**config.mk**
```make
export PLATFORM = sky130hd
export DESIGN_NAME = msrh_rob_cmt_ctrl
export DESIGN_NICKNAME = d
export VERILOG_FILES = /design/src/rtl/msrh_pkg.sv /design/src/rtl/msrh_wrap_ptr.sv /design/src/rtl/msrh_rob_cmt_ctrl.sv
export SDC_FILE = /design/constraint.sdc
export NUM_CORES = 1
export LEC_CHECK = 0
export CORE_UTILIZATION = 30
export DETAILED_ROUTE_END_ITERATION = 8
export HOLD_SLACK_MARGIN = 0.06
export PLACE_DENSITY = 0.73
export SETUP_SLACK_MARGIN = 0.4
export SLEW_MARGIN = 20
export SYNTH_ARGS = -nofsm -noshare
export SYNTH_HDL_FRONTEND = slang
export SYNTH_SLANG_ARGS = --single-unit
```
**constraint.sdc**
```tcl
create_clock -name i_clk -period 1.8 [get_ports i_clk]
set_input_delay 0.36 -clock i_clk [delete_from_list [all_inputs] [get_ports i_clk]]
set_output_delay 0.36 -clock i_clk [all_outputs]
set_load 0.01 [all_outputs]
```
**src/rtl/msrh_pkg.sv**
```systemverilog
// Shared sizing and types for the ROB commit controller.
// The pointer width is the entry-index width plus one wrap bit.
package msrh_pkg;

    localparam int unsigned CMT_ENTRY_SIZE = 8;
    localparam int unsigned DISP_SIZE      = 4;
    localparam int unsigned CMT_IDX_W      = $clog2(CMT_ENTRY_SIZE);
    localparam int unsigned CMT_ID_W       = CMT_IDX_W + 1;
    localparam int unsigned PERF_CNT_W     = 32;

    typedef logic [CMT_ID_W-1:0]  cmt_id_t;
    typedef logic [CMT_IDX_W-1:0] cmt_idx_t;
    typedef logic [DISP_SIZE-1:0] grp_id_t;

    // Entry index carried in the low bits of a commit ID.
    function automatic cmt_idx_t cmt_idx(input cmt_id_t id);
        return id[CMT_IDX_W-1:0];
    endfunction

endpackage

```
**src/rtl/msrh_wrap_ptr.sv**
```systemverilog
// Wrapping ROB pointer: the index sits in the low bits and the wrap flag in the MSB.
// clear has priority over inc; reset has priority over both.
module msrh_wrap_ptr
    import msrh_pkg::*;
(
    input  logic    i_clk,
    input  logic    i_reset,
    input  logic    inc,
    input  logic    clear,
    output cmt_id_t ptr
);

    cmt_id_t ptr_q;
    cmt_id_t ptr_d;

    always_comb begin
        ptr_d = ptr_q;
        if (clear) begin
            ptr_d = '0;
        end else if (inc) begin
            ptr_d = ptr_q + CMT_ID_W'(1);
        end
    end

    always_ff @(posedge i_clk) begin
        if (i_reset) begin
            ptr_q <= '0;
        end else begin
            ptr_q <= ptr_d;
        end
    end

    assign ptr = ptr_q;

endmodule

```
**src/rtl/msrh_rob_cmt_ctrl.sv**
```systemverilog
// ROB commit controller: allocates block IDs at dispatch and retires blocks in order.
// Optional saturating perf counters are built when MSRH_ROB_CMT_PERF_EN is defined.
module msrh_rob_cmt_ctrl
    import msrh_pkg::*;
(
    input  logic                                     i_clk,
    input  logic                                     i_reset,
    input  logic                                     i_disp_valid,
    input  logic [DISP_SIZE-1:0]                     i_disp_grp_id,
    output logic                                     o_disp_ready,
    output logic [CMT_ID_W-1:0]                      o_alloc_cmt_id,
    output logic [CMT_ENTRY_SIZE-1:0]                o_entry_load,
    input  logic [CMT_ENTRY_SIZE-1:0]                i_entry_all_done,
    input  logic [CMT_ENTRY_SIZE-1:0][DISP_SIZE-1:0] i_entry_grp_id,
    input  logic                                     i_commit_stall,
    input  logic                                     i_flush,
    output logic                                     o_commit_valid,
    output logic [CMT_ID_W-1:0]                      o_commit_cmt_id,
    output logic [DISP_SIZE-1:0]                     o_commit_grp_id,
    output logic [CMT_ENTRY_SIZE-1:0]                o_commit_finish,
`ifdef MSRH_ROB_CMT_PERF_EN
    output logic [PERF_CNT_W-1:0]                    o_perf_commit_cnt,
    output logic [PERF_CNT_W-1:0]                    o_perf_full_stall_cnt,
    output logic [PERF_CNT_W-1:0]                    o_perf_head_wait_cnt,
`endif
    output logic                                     o_rob_empty,
    output logic                                     o_rob_full
);

    cmt_id_t  r_in_ptr;
    cmt_id_t  r_out_ptr;
    cmt_idx_t in_idx;
    cmt_idx_t out_idx;
    logic     disp_fire;

    msrh_wrap_ptr u_in_ptr (
        .i_clk   (i_clk),
        .i_reset (i_reset),
        .inc     (disp_fire),
        .clear   (i_flush),
        .ptr     (r_in_ptr)
    );

    msrh_wrap_ptr u_out_ptr (
        .i_clk   (i_clk),
        .i_reset (i_reset),
        .inc     (o_commit_valid),
        .clear   (i_flush),
        .ptr     (r_out_ptr)
    );

    // i_disp_grp_id is stored by the entry itself; it does not affect control here.
    logic unused_grp;
    assign unused_grp = ^i_disp_grp_id;

    always_comb begin
        in_idx          = cmt_idx(r_in_ptr);
        out_idx         = cmt_idx(r_out_ptr);
        o_rob_empty     = (r_in_ptr == r_out_ptr);
        o_rob_full      = (in_idx == out_idx) &&
                          (r_in_ptr[CMT_ID_W-1] != r_out_ptr[CMT_ID_W-1]);
        o_disp_ready    = !o_rob_full && !i_flush;
        disp_fire       = i_disp_valid && o_disp_ready;
        o_alloc_cmt_id  = r_in_ptr;
        o_entry_load    = '0;
        if (disp_fire) begin
            o_entry_load = CMT_ENTRY_SIZE'(1) << in_idx;
        end

        // A slot freed by this commit only becomes usable next cycle.
        o_commit_valid  = !o_rob_empty && i_entry_all_done[out_idx] &&
                          !i_commit_stall && !i_flush;
        o_commit_cmt_id = r_out_ptr;
        o_commit_grp_id = i_entry_grp_id[out_idx];
        o_commit_finish = '0;
        if (o_commit_valid) begin
            o_commit_finish = CMT_ENTRY_SIZE'(1) << out_idx;
        end
    end

`ifdef MSRH_ROB_CMT_PERF_EN
    logic [PERF_CNT_W-1:0] perf_commit_cnt_q, perf_commit_cnt_d;
    logic [PERF_CNT_W-1:0] perf_full_stall_cnt_q, perf_full_stall_cnt_d;
    logic [PERF_CNT_W-1:0] perf_head_wait_cnt_q, perf_head_wait_cnt_d;

    // Saturating event counters; flush leaves them untouched.
    always_comb begin
        perf_commit_cnt_d     = perf_commit_cnt_q;
        perf_full_stall_cnt_d = perf_full_stall_cnt_q;
        perf_head_wait_cnt_d  = perf_head_wait_cnt_q;
        if (o_commit_valid && (perf_commit_cnt_q != '1)) begin
            perf_commit_cnt_d = perf_commit_cnt_q + PERF_CNT_W'(1);
        end
        if (i_disp_valid && o_rob_full && (perf_full_stall_cnt_q != '1)) begin
            perf_full_stall_cnt_d = perf_full_stall_cnt_q + PERF_CNT_W'(1);
        end
        if (!o_rob_empty && !o_commit_valid && (perf_head_wait_cnt_q != '1)) begin
            perf_head_wait_cnt_d = perf_head_wait_cnt_q + PERF_CNT_W'(1);
        end
    end

    always_ff @(posedge i_clk) begin
        if (i_reset) begin
            perf_commit_cnt_q     <= '0;
            perf_full_stall_cnt_q <= '0;
            perf_head_wait_cnt_q  <= '0;
        end else begin
            perf_commit_cnt_q     <= perf_commit_cnt_d;
            perf_full_stall_cnt_q <= perf_full_stall_cnt_d;
            perf_head_wait_cnt_q  <= perf_head_wait_cnt_d;
        end
    end

    assign o_perf_commit_cnt     = perf_commit_cnt_q;
    assign o_perf_full_stall_cnt = perf_full_stall_cnt_q;
    assign o_perf_head_wait_cnt  = perf_head_wait_cnt_q;
`endif

endmodule

```
# After elaboration in Yosys (flattened, before gate mapping)
# Cells that the tools add are included.
# word_totals
register_bits	8
latch_bits	0
ram_bits	0
rom_bits	0
output_inout_bits	32
word_cells	27
mem_count	0
# op_classes
add_sub_neg	2
n_mul	0
n_div	0
magnitude_cmp	1
eq_ne	3
shifts	2
muxes	6
n_bitwise	0
n_reduce_logical	11
# op_table
operator	count
8-bit 2-to-1 mux	2
1-bit by 3-bit left shift with 8-bit output (first input constant)	2
4-bit binary-select mux with 3-bit select	1
4-bit by 1-bit adder with 4-bit output (second input constant)	2
1-bit logical AND	6
4-bit equality test	1
1-bit zero test	4
3-bit by 4-bit < comparator with 1-bit output (second input constant)	1
4-bit 2-to-1 mux	1
1-bit binary-select mux with 3-bit select	1
3-bit equality test	1
2-bit OR reduction	1
1-bit 2-to-1 mux	1
1-bit != test	1

# Depth between registers and ports, before layout
# Gate-level depths: netlist of run 1.
# depth
depth_word	6
mapped_depth	7

# Hierarchy
# Synthesis of run 1 repeated with hierarchy kept, for this count alone.
# hier_totals
cells_unflattened	100
area_unflattened_um2	979.7
# by_module_without_submodules
mod	n_inst	cells_each	area_per_inst_um2	seq_area_each_um2
msrh_rob_cmt_ctrl	1	66	624.3	0.0
msrh_wrap_ptr	2	17	177.7	80.1

# Worst setup path after synthesis of run 1
# No wires, ideal clock.
# synth_timing
kind	flip-flop to output port
from	register u_out_ptr.ptr_q[0], in the netlist u_out_ptr.ptr[0]
to	output port o_entry_load[0]
arrival_time_ps	1723
path_slack_ps	-283
path_stages_with_launch	7
n_path_buf	2
cell_sequence	dfxtp_1 -> buf_6 -> xor2_1 -> o41a_1 -> and2_4 -> buf_6 -> and3_1
# synth_between
elab_chain_cells	6
# synth_lines
element	line	text
from (decl)	msrh_wrap_ptr.sv:13	cmt_id_t ptr_q;
from (signal assigned)	msrh_wrap_ptr.sv:29	ptr_q <= ptr_d;
3-bit equality test	msrh_rob_cmt_ctrl.sv:60	o_rob_full = (in_idx == out_idx) &&
1-bit logical AND	msrh_rob_cmt_ctrl.sv:60	
1-bit zero test	msrh_rob_cmt_ctrl.sv:62	o_disp_ready = !o_rob_full && !i_flush;
1-bit logical AND	msrh_rob_cmt_ctrl.sv:62	
named net o_disp_ready	msrh_rob_cmt_ctrl.sv:10	output logic o_disp_ready,
1-bit logical AND	msrh_rob_cmt_ctrl.sv:63	disp_fire = i_disp_valid && o_disp_ready;
8-bit 2-to-1 mux	msrh_rob_cmt_ctrl.sv:66	if (disp_fire) begin
to (decl)	msrh_rob_cmt_ctrl.sv:12	output logic [CMT_ENTRY_SIZE-1:0] o_entry_load,
# The timed path passes the listed nets, and every way through them passes these cells.

# Worst setup path after layout of run 1
# layout_timing
from	register u_out_ptr.ptr_q[1], in the netlist u_out_ptr.ptr[1]
to	output port o_commit_finish[0]
# layout_between
elab_chain_cells	6
elab_cells_between_ends	9
cone_classes	eq/ne (1); shift (1); mux (3); reduce/logical (4)
# layout_lines
element	line	text
1-bit binary-select mux with 3-bit select / 4-bit equality test (equally long branches)	msrh_rob_cmt_ctrl.sv:71, msrh_rob_cmt_ctrl.sv:59	
1-bit 2-to-1 mux (implied by the code) / 1-bit zero test (equally long branches)	msrh_rob_cmt_ctrl.sv:71	o_commit_valid = !o_rob_empty && i_entry_all_done[out_idx] &&
1-bit logical AND (2 in a row)	msrh_rob_cmt_ctrl.sv:71	
1-bit logical AND	msrh_rob_cmt_ctrl.sv:72	!i_commit_stall && !i_flush;
8-bit 2-to-1 mux *	msrh_rob_cmt_ctrl.sv:76	if (o_commit_valid) begin
to (decl)	msrh_rob_cmt_ctrl.sv:20	output logic [CMT_ENTRY_SIZE-1:0] o_commit_finish,
# Every way passes the cells marked *; elsewhere a longest branch is shown, timed or not. The select of a mux whose other input is x is not followed.

==> run_results.csv, run 1 <==
group,metric,value,unit
run_status,status,"finished with violations",
run_status,violations,"setup timing",
placed_design,pre_cts_slack,-886,ps
pwr,power.internal,424,uW
pwr,comb_power_share,45.2,%
global_routing,grt_pass1_wl,6180,um
flow_run,drv_cap,0,
clock_network,clk_path_buf_depth,2,
timing,worstMarginPinSlew,300,ps
timing,setup_viol,26,
timing,hold_viol,0,
cells_and_area,drive_above_1_share,57.9,%
route,drc_errors,0,
clock_network,numCtsBuffers,3,
yosys,synth_enable_flop_cells,0,
floorplan,coreArea,3340,sq um
timing,fin_skew,5.02,ps
setup_path,crit_path_max_incr_delay,400,ps
cells_and_area,syn_to_final_growth,137,%
yosys,ys_ff_latch,8,
yosys,yosys.area.top_type,"mux4_2",
global_routing,grt_max_degree,12,
timing,max_slew_margin,79.9,%
yosys,yosys_warnings,0,
timing,fin_crit,2270,ps
yosys,netlist_area,1050,sq um
pwr,clockPowerShare,24.8,%
setup_path,required,1440,ps
pwr,vdd_drop_max,0.310,mV
pwr,seqPwrFrac,30.0,%
setup_path,crit_chain,"mux2i_4 > a31oi_4 > nand4_4 > nor3_4 > buf_6 > buf_16 > and3_4 > buf_6",
yosys,synthTopCellsByArea,"mux4_2, dfxtp_1, ha_1",
setup_path,critPathKind,"reg -> out",
clock_network,clockRootBuffer,"clkbuf_4",
clock_network,clkLatencyLatePin,260,ps
yosys,syn_inst,113,
setup_path,cp_common_cell,"buf_6",
placed_design,routabilityCongestion,0.786,
setup_path,start_kind,"flop",
route,wl_met3,161,um
timing,rsz0062_at_grt,"true",
setup_path,cp_num_buf_inv,3,
clock_network,clk_pin_slew,60,ps
yosys,postSynthAreaPerCell,9.27,sq um
timing,hold_slack,638,ps
global_routing,grt_overflow,0,
timing,fmax,0.441,GHz
pwr,power_density,236,nW/um^2
yosys,ys_seq_area_share,15.3,%
clock_network,holdBufCountCts,0,
yosys,synth_fp_nets,174,
pwr,power.switching,163,uW
cells_and_area,final_common_cell,"clkdlybuf4s50_1",
timing,period_share,126,%
setup_path,path_delay_family,"simple AND/OR/NAND/NOR gates",
yosys,synthDistinctLibCells,36,
floorplan,fp.dieH,61.1,um
timing,drv_slew,0,
yosys,synth-main-ff-cell,"dfxtp_1",
pwr,p_leak,0.00106,uW
route,wl_met2,2570,um
route,first_pass_iters,4,
yosys,async_reset_ff_share,0,%
setup_path,cp_slowest_cell,"dfxtp_4",
cells_and_area,layout.nets,291,
yosys,synth_top_area_share,17.2,%
route,drt_iter0_drc,27,
route,wl_per_cell,16.5,um
floorplan,die_area,3730,sq um
min_path,hold_path_class,"reg -> reg",
global_routing,grt_pass1_vias,1324,
pwr,p_sw_share,27.8,%
floorplan,placementRows,21,
route,drt-vias-per-instance,4.93,
cells_and_area,instances_no_fill,274,
cells_and_area,antenna_cells,0,
timing,fin_ws,-466,ps
cells_and_area,nFillCells,252,
setup_path,crit_arrival,1910,ps
setup_path,crit_fanout,6,
global_routing,grt_usage,22.9,%
route,wl,4530,um
cells_and_area,layout_common_cells,"clkdlybuf4s50_1, buf_6, buf_4, and3_4, ha_1",
placed_design,hpwl,3180,um
clock_network,htreeDepth,1,
route,wl_met1,1740,um
route,ant_nets,0,
global_routing,antenna_found_initial,0,
placed_design,dp.cells,252,
setup_path,end_kind,"output port",
floorplan,start_util,31.4,%
timing,fin_tns_setup,-8870,ps
cells_and_area,final_util,74.4,%
floorplan,io_pins,81,
clock_network,tritoncts,"yes",
route,vias,1351,
floorplan,die_x,61.1,um
clock_network,clock_sinks,8,
route,top_layer_used,"met4",
placed_design,io_buffers,76,
[synthesized netlist by cell type (2+ instances only)]
cell      instances
and3_1           14
nand2_1          13
ha_1             12
dfxtp_1           8
mux4_2            8
nand3_1           6
inv_1             5
mux2i_1           4
nor2_1            4
xor2_1            4
a21oi_1           3
and2_1            2
buf_6             2
clkbuf_1          2
inv_2             2
o31ai_1           2
or3_1             2
xnor2_1           2
[path summary, 6_finish.rpt]
path                     from  slack, ps            endpoint  cells after the start
min reg2reg   u_in_ptr.ptr[3]        640     u_in_ptr.ptr[3]                      3
min           u_in_ptr.ptr[3]        640     u_in_ptr.ptr[3]                      3
max reg2reg  u_out_ptr.ptr[1]       -450    u_out_ptr.ptr[3]                     10
max          u_out_ptr.ptr[1]       -470  o_commit_finish[0]                      8
[power by group through the flow]
| stage | Combinational [uW] | Clock (uW) | Sequential (uW) |
|---|---|---|---|
| after CTS | 246 | 142 | 177 |
| after global routing | 280 | 160 | 176 |
| final | 265 | 146 | 176 |
| after floorplan | 76.6 | 0 | 188 |
| after global placement | 221 | 0 | 185 |
| after detailed placement | 227 | 0 | 185 |
[kinds of logic (layout without fill, tap and decap cells)]
logic type	after synthesis	count (layout)	synth area share, %
simple gates	49	49	28.2
buf+inv	14	129	6.93
compound gates	12	12	9.20
mux	12	12	21.0
fa+ha+maj	12	12	14.3
flops	8	8	15.3
xor+xnor	6	6	5.02
[per-stage QoR]
stage	total power [uW]	area, sq um
floorplan	264	1160
global placement	406	2110
detailed placement	413	2110
CTS	565	2360
global route	617	2480
finish	587	2480
[tightest hold or removal path: cells and delay by family, from the launching register on]
family | cells | cell delay (ps)
buffers and inverters | 1 | 110
DFF | 1 | 350
xor gates and xnor gates | 1 | 50
and+or+nand+nor | 1 | 90
[metal layers]
layer	vias to the layer above	global-route usage [%]
li1	641	-
met1	666	27.7
met2	37	43.0
met3	7	4.20
met4	0	3.25
met5	-	0
[repair_timing]
| item | 4_1_cts | 5_1_grt |
|---|---|---|
| resized for setup | 132 | 56 |
| setup buffers | 15 | 3 |
| endpoints found under the setup margin | 40 | 38 |
| cloned | 1 | 0 |
| pin swaps | 16 | 24 |
[state kept, by name (all words and copies together), names as in the netlist]
register and cells:
u_out_ptr.ptr 4, u_in_ptr.ptr 4
[layout make-up]
type,instances,area [sq um],area share [%]
Timing Repair Buffer,119,1180,47.6
Multi-Input combinational cell,91,1010,40.8
Sequential cell,8,183,7.36
Tap cell,46,57.6,2.32
Inverter,7,26.3,1.06
Clock buffer,3,22.5,0.907
No activity file was read; power rests on OpenSTA's default activity.
==> inputs of run 2 (changes only) <==
Settings changed: CORE_ASPECT_RATIO from default to 2, SLEW_MARGIN 20 to default.
==> run 2 against run 1 <==
  * The flow finishes with violations (DRC, setup timing)
  * Die area grew 0.38%
  * Utilization shrank 0.17 points
  * Cell area grew 1.0%
  * Sequential power is essentially flat
  * Sequential cell count is the same
  * Wire length grew 14%
  * Global-route usage grew 2.3 points
  * Via count grew 4.6%
  * Setup slack gained 100 ps
  * Clock skew grew 1.6 ps
  * Critical endpoint is now o_commit_finish[5]
  * Largest cell class unchanged
==> run_results.csv, run 2 (same netlist as run 1, synthesis figures left out) <==
group,metric,value,unit
floorplan,die_area,3750,sq um
route,drt_iter0_drc,39,
route,wl,5140,um
route,drc_errors,15,
placed_design,hpwl,3210,um
placed_design,pre_cts_slack,-842,ps
timing,fin_crit,2160,ps
timing,hold_slack,625,ps
global_routing,grt_usage,25.2,%
floorplan,start_util,31.0,%
setup_path,critPathKind,"reg -> out",
timing,drv_slew,0,
cells_and_area,instances_no_fill,261,
pwr,power_density,261,nW/um^2
cells_and_area,antenna_cells,0,
placed_design,routabilityCongestion,0.850,
timing,period_share,120,%
setup_path,required,1440,ps
flow_run,drv_cap,0,
timing,fin_skew,6.59,ps
floorplan,fp.dieH,85.6,um
route,drt-vias-per-instance,5.41,
route,first_pass_iters,7,
cells_and_area,final_common_cell,"clkdlybuf4s50_1",
cells_and_area,post-route-cell-area,2510,sq um
pwr,vdd_drop_max,0.389,mV
clock_network,htreeDepth,1,
clock_network,clock_sinks,8,
setup_path,start_kind,"flop",
pwr,p_leak,0.00110,uW
setup_path,r2r-start,"u_out_ptr.ptr[1]",
floorplan,die_x,43.8,um
timing,hold_viol,0,
cells_and_area,final_util,74.2,%
setup_path,crit_fanout,6,
placed_design,dp.cells,239,
global_routing,antenna_found_initial,0,
setup_path,ff2ff_path_depth,7,
floorplan,io_pins,81,
floorplan,placementRows,30,
clock_network,numCtsBuffers,3,
cells_and_area,layout_common_cells,"clkdlybuf4s50_1, buf_6, buf_4, and3_4, nand2_1",
min_path,holdPathEnd,"u_out_ptr.ptr[3]",
clock_network,clk_path_buf_depth,2,
setup_path,end_kind,"output port",
placed_design,io_buffers,76,
clock_network,holdBufCountCts,0,
min_path,hold_path_class,"reg -> reg",
global_routing,grt_overflow,0,
clock_network,tritoncts,"yes",
global_routing,grt_pass1_wl,7090,um
timing,max_slew_margin,73.5,%
cells_and_area,layout.nets,292,
cells_and_area,drive_above_1_share,56.3,%
timing,rsz0062_at_grt,"true",
clock_network,clk_pin_slew,40,ps
cells_and_area,syn_to_final_growth,139,%
route,ant_nets,0,
run_status,status,"finished with violations",
setup_path,rrSetupSlack,0,ps
setup_path,crit_arrival,1800,ps
min_path,min_from,"u_out_ptr.ptr[3]",
timing,worstMarginPinSlew,394,ps
global_routing,grt_pass1_vias,1499,
global_routing,grt_max_degree,10,
route,vias,1413,
route,wl_per_cell,19.7,um
min_path,worstHoldPathCells,3,
floorplan,coreArea,3380,sq um
timing,setup_viol,24,
run_status,violations,"DRC, setup timing",
setup_path,r2r_end,"u_out_ptr.ptr[3]",
placed_design,place_area,2090,sq um
clock_network,clkLatencyLatePin,230,ps
clock_network,clockRootBuffer,"clkbuf_8",
timing,fmax,0.462,GHz
timing,fin_ws,-364,ps
cells_and_area,nFillCells,225,
==> run 2: layout make-up <==
class | count | area (sq um) | area share (%)
repair buffers | 120 | 1220 | 48.6
inverters | 7 | 26.3 | 1.05
multi-input cells | 91 | 1000 | 40.0
clock buffers | 3 | 41.3 | 1.65
well taps | 32 | 40.0 | 1.60
flip-flops and latches | 8 | 179 | 7.14
==> run 2: worst max-delay path by stage <==
stage                         end  slack, ps  depth (start not counted)                start
2_1_floorplan     o_entry_load[0]       -210                          6     u_out_ptr.ptr[1]
3_3_place_gp   o_commit_finish[5]       -800                          7  i_entry_all_done[0]
3_5_place_dp   o_commit_finish[1]       -840                          7  i_entry_all_done[2]
4_1_cts        o_commit_finish[1]       -360                          7     u_out_ptr.ptr[1]
5_1_grt        o_commit_finish[4]       -430                          7     u_out_ptr.ptr[2]
6_report       o_commit_finish[5]       -360                          7     u_out_ptr.ptr[2]
==> run 2: worst max-delay path, cell delays in order (launching register included) <==
cell,delay [ps]
dfxtp_4,400
xor2_2,280
nor4b_4,90
buf_4,150
nor3_4,220
buf_6,150
and3_4,180
buf_6,100
==> run 2: through the flow <==
| step | TNS [ps] | total power [uW] |
|---|---|---|
| floorplan | -2340 | 264 |
| global placement | -13910 | 407 |
| detailed placement | -14460 | 413 |
| CTS | -6730 | 636 |
| global route | -7830 | 679 |
| finish | -6570 | 653 |
==> run 2: layer usage <==
metal	routed length, um	up-vias	GRT usage (%)
li1	-	648	-
met1	1540	659	21.3
met2	3000	90	53.3
met3	399	16	6.11
met4	190	0	5.11
met5	0	-	0
==> run 2: timing repair <==
| action | 4_1_cts | 5_1_grt |
|---|---|---|
| setup buffers | 11 | 5 |
| pin swaps | 23 | 15 |
| gates resized for setup | 165 | 22 |
| endpoints found under the setup margin | 40 | 34 |
| cloned | 3 | 0 |
==> run 2: power breakdown <==
| group | switching [uW] | internal, uW |
|---|---|---|
| Combinational | 93.5 | 166 |
| Sequential | 3.06 | 175 |
| Clock | 70.8 | 145 |
| Total | 167 | 486 |
==> inputs of run 3 (changes only) <==
Settings changed: CTS_CLUSTER_SIZE from default to 10.
==> results of run 3 <==
The final DEF is identical to that of run 2; final timing and power are the same.
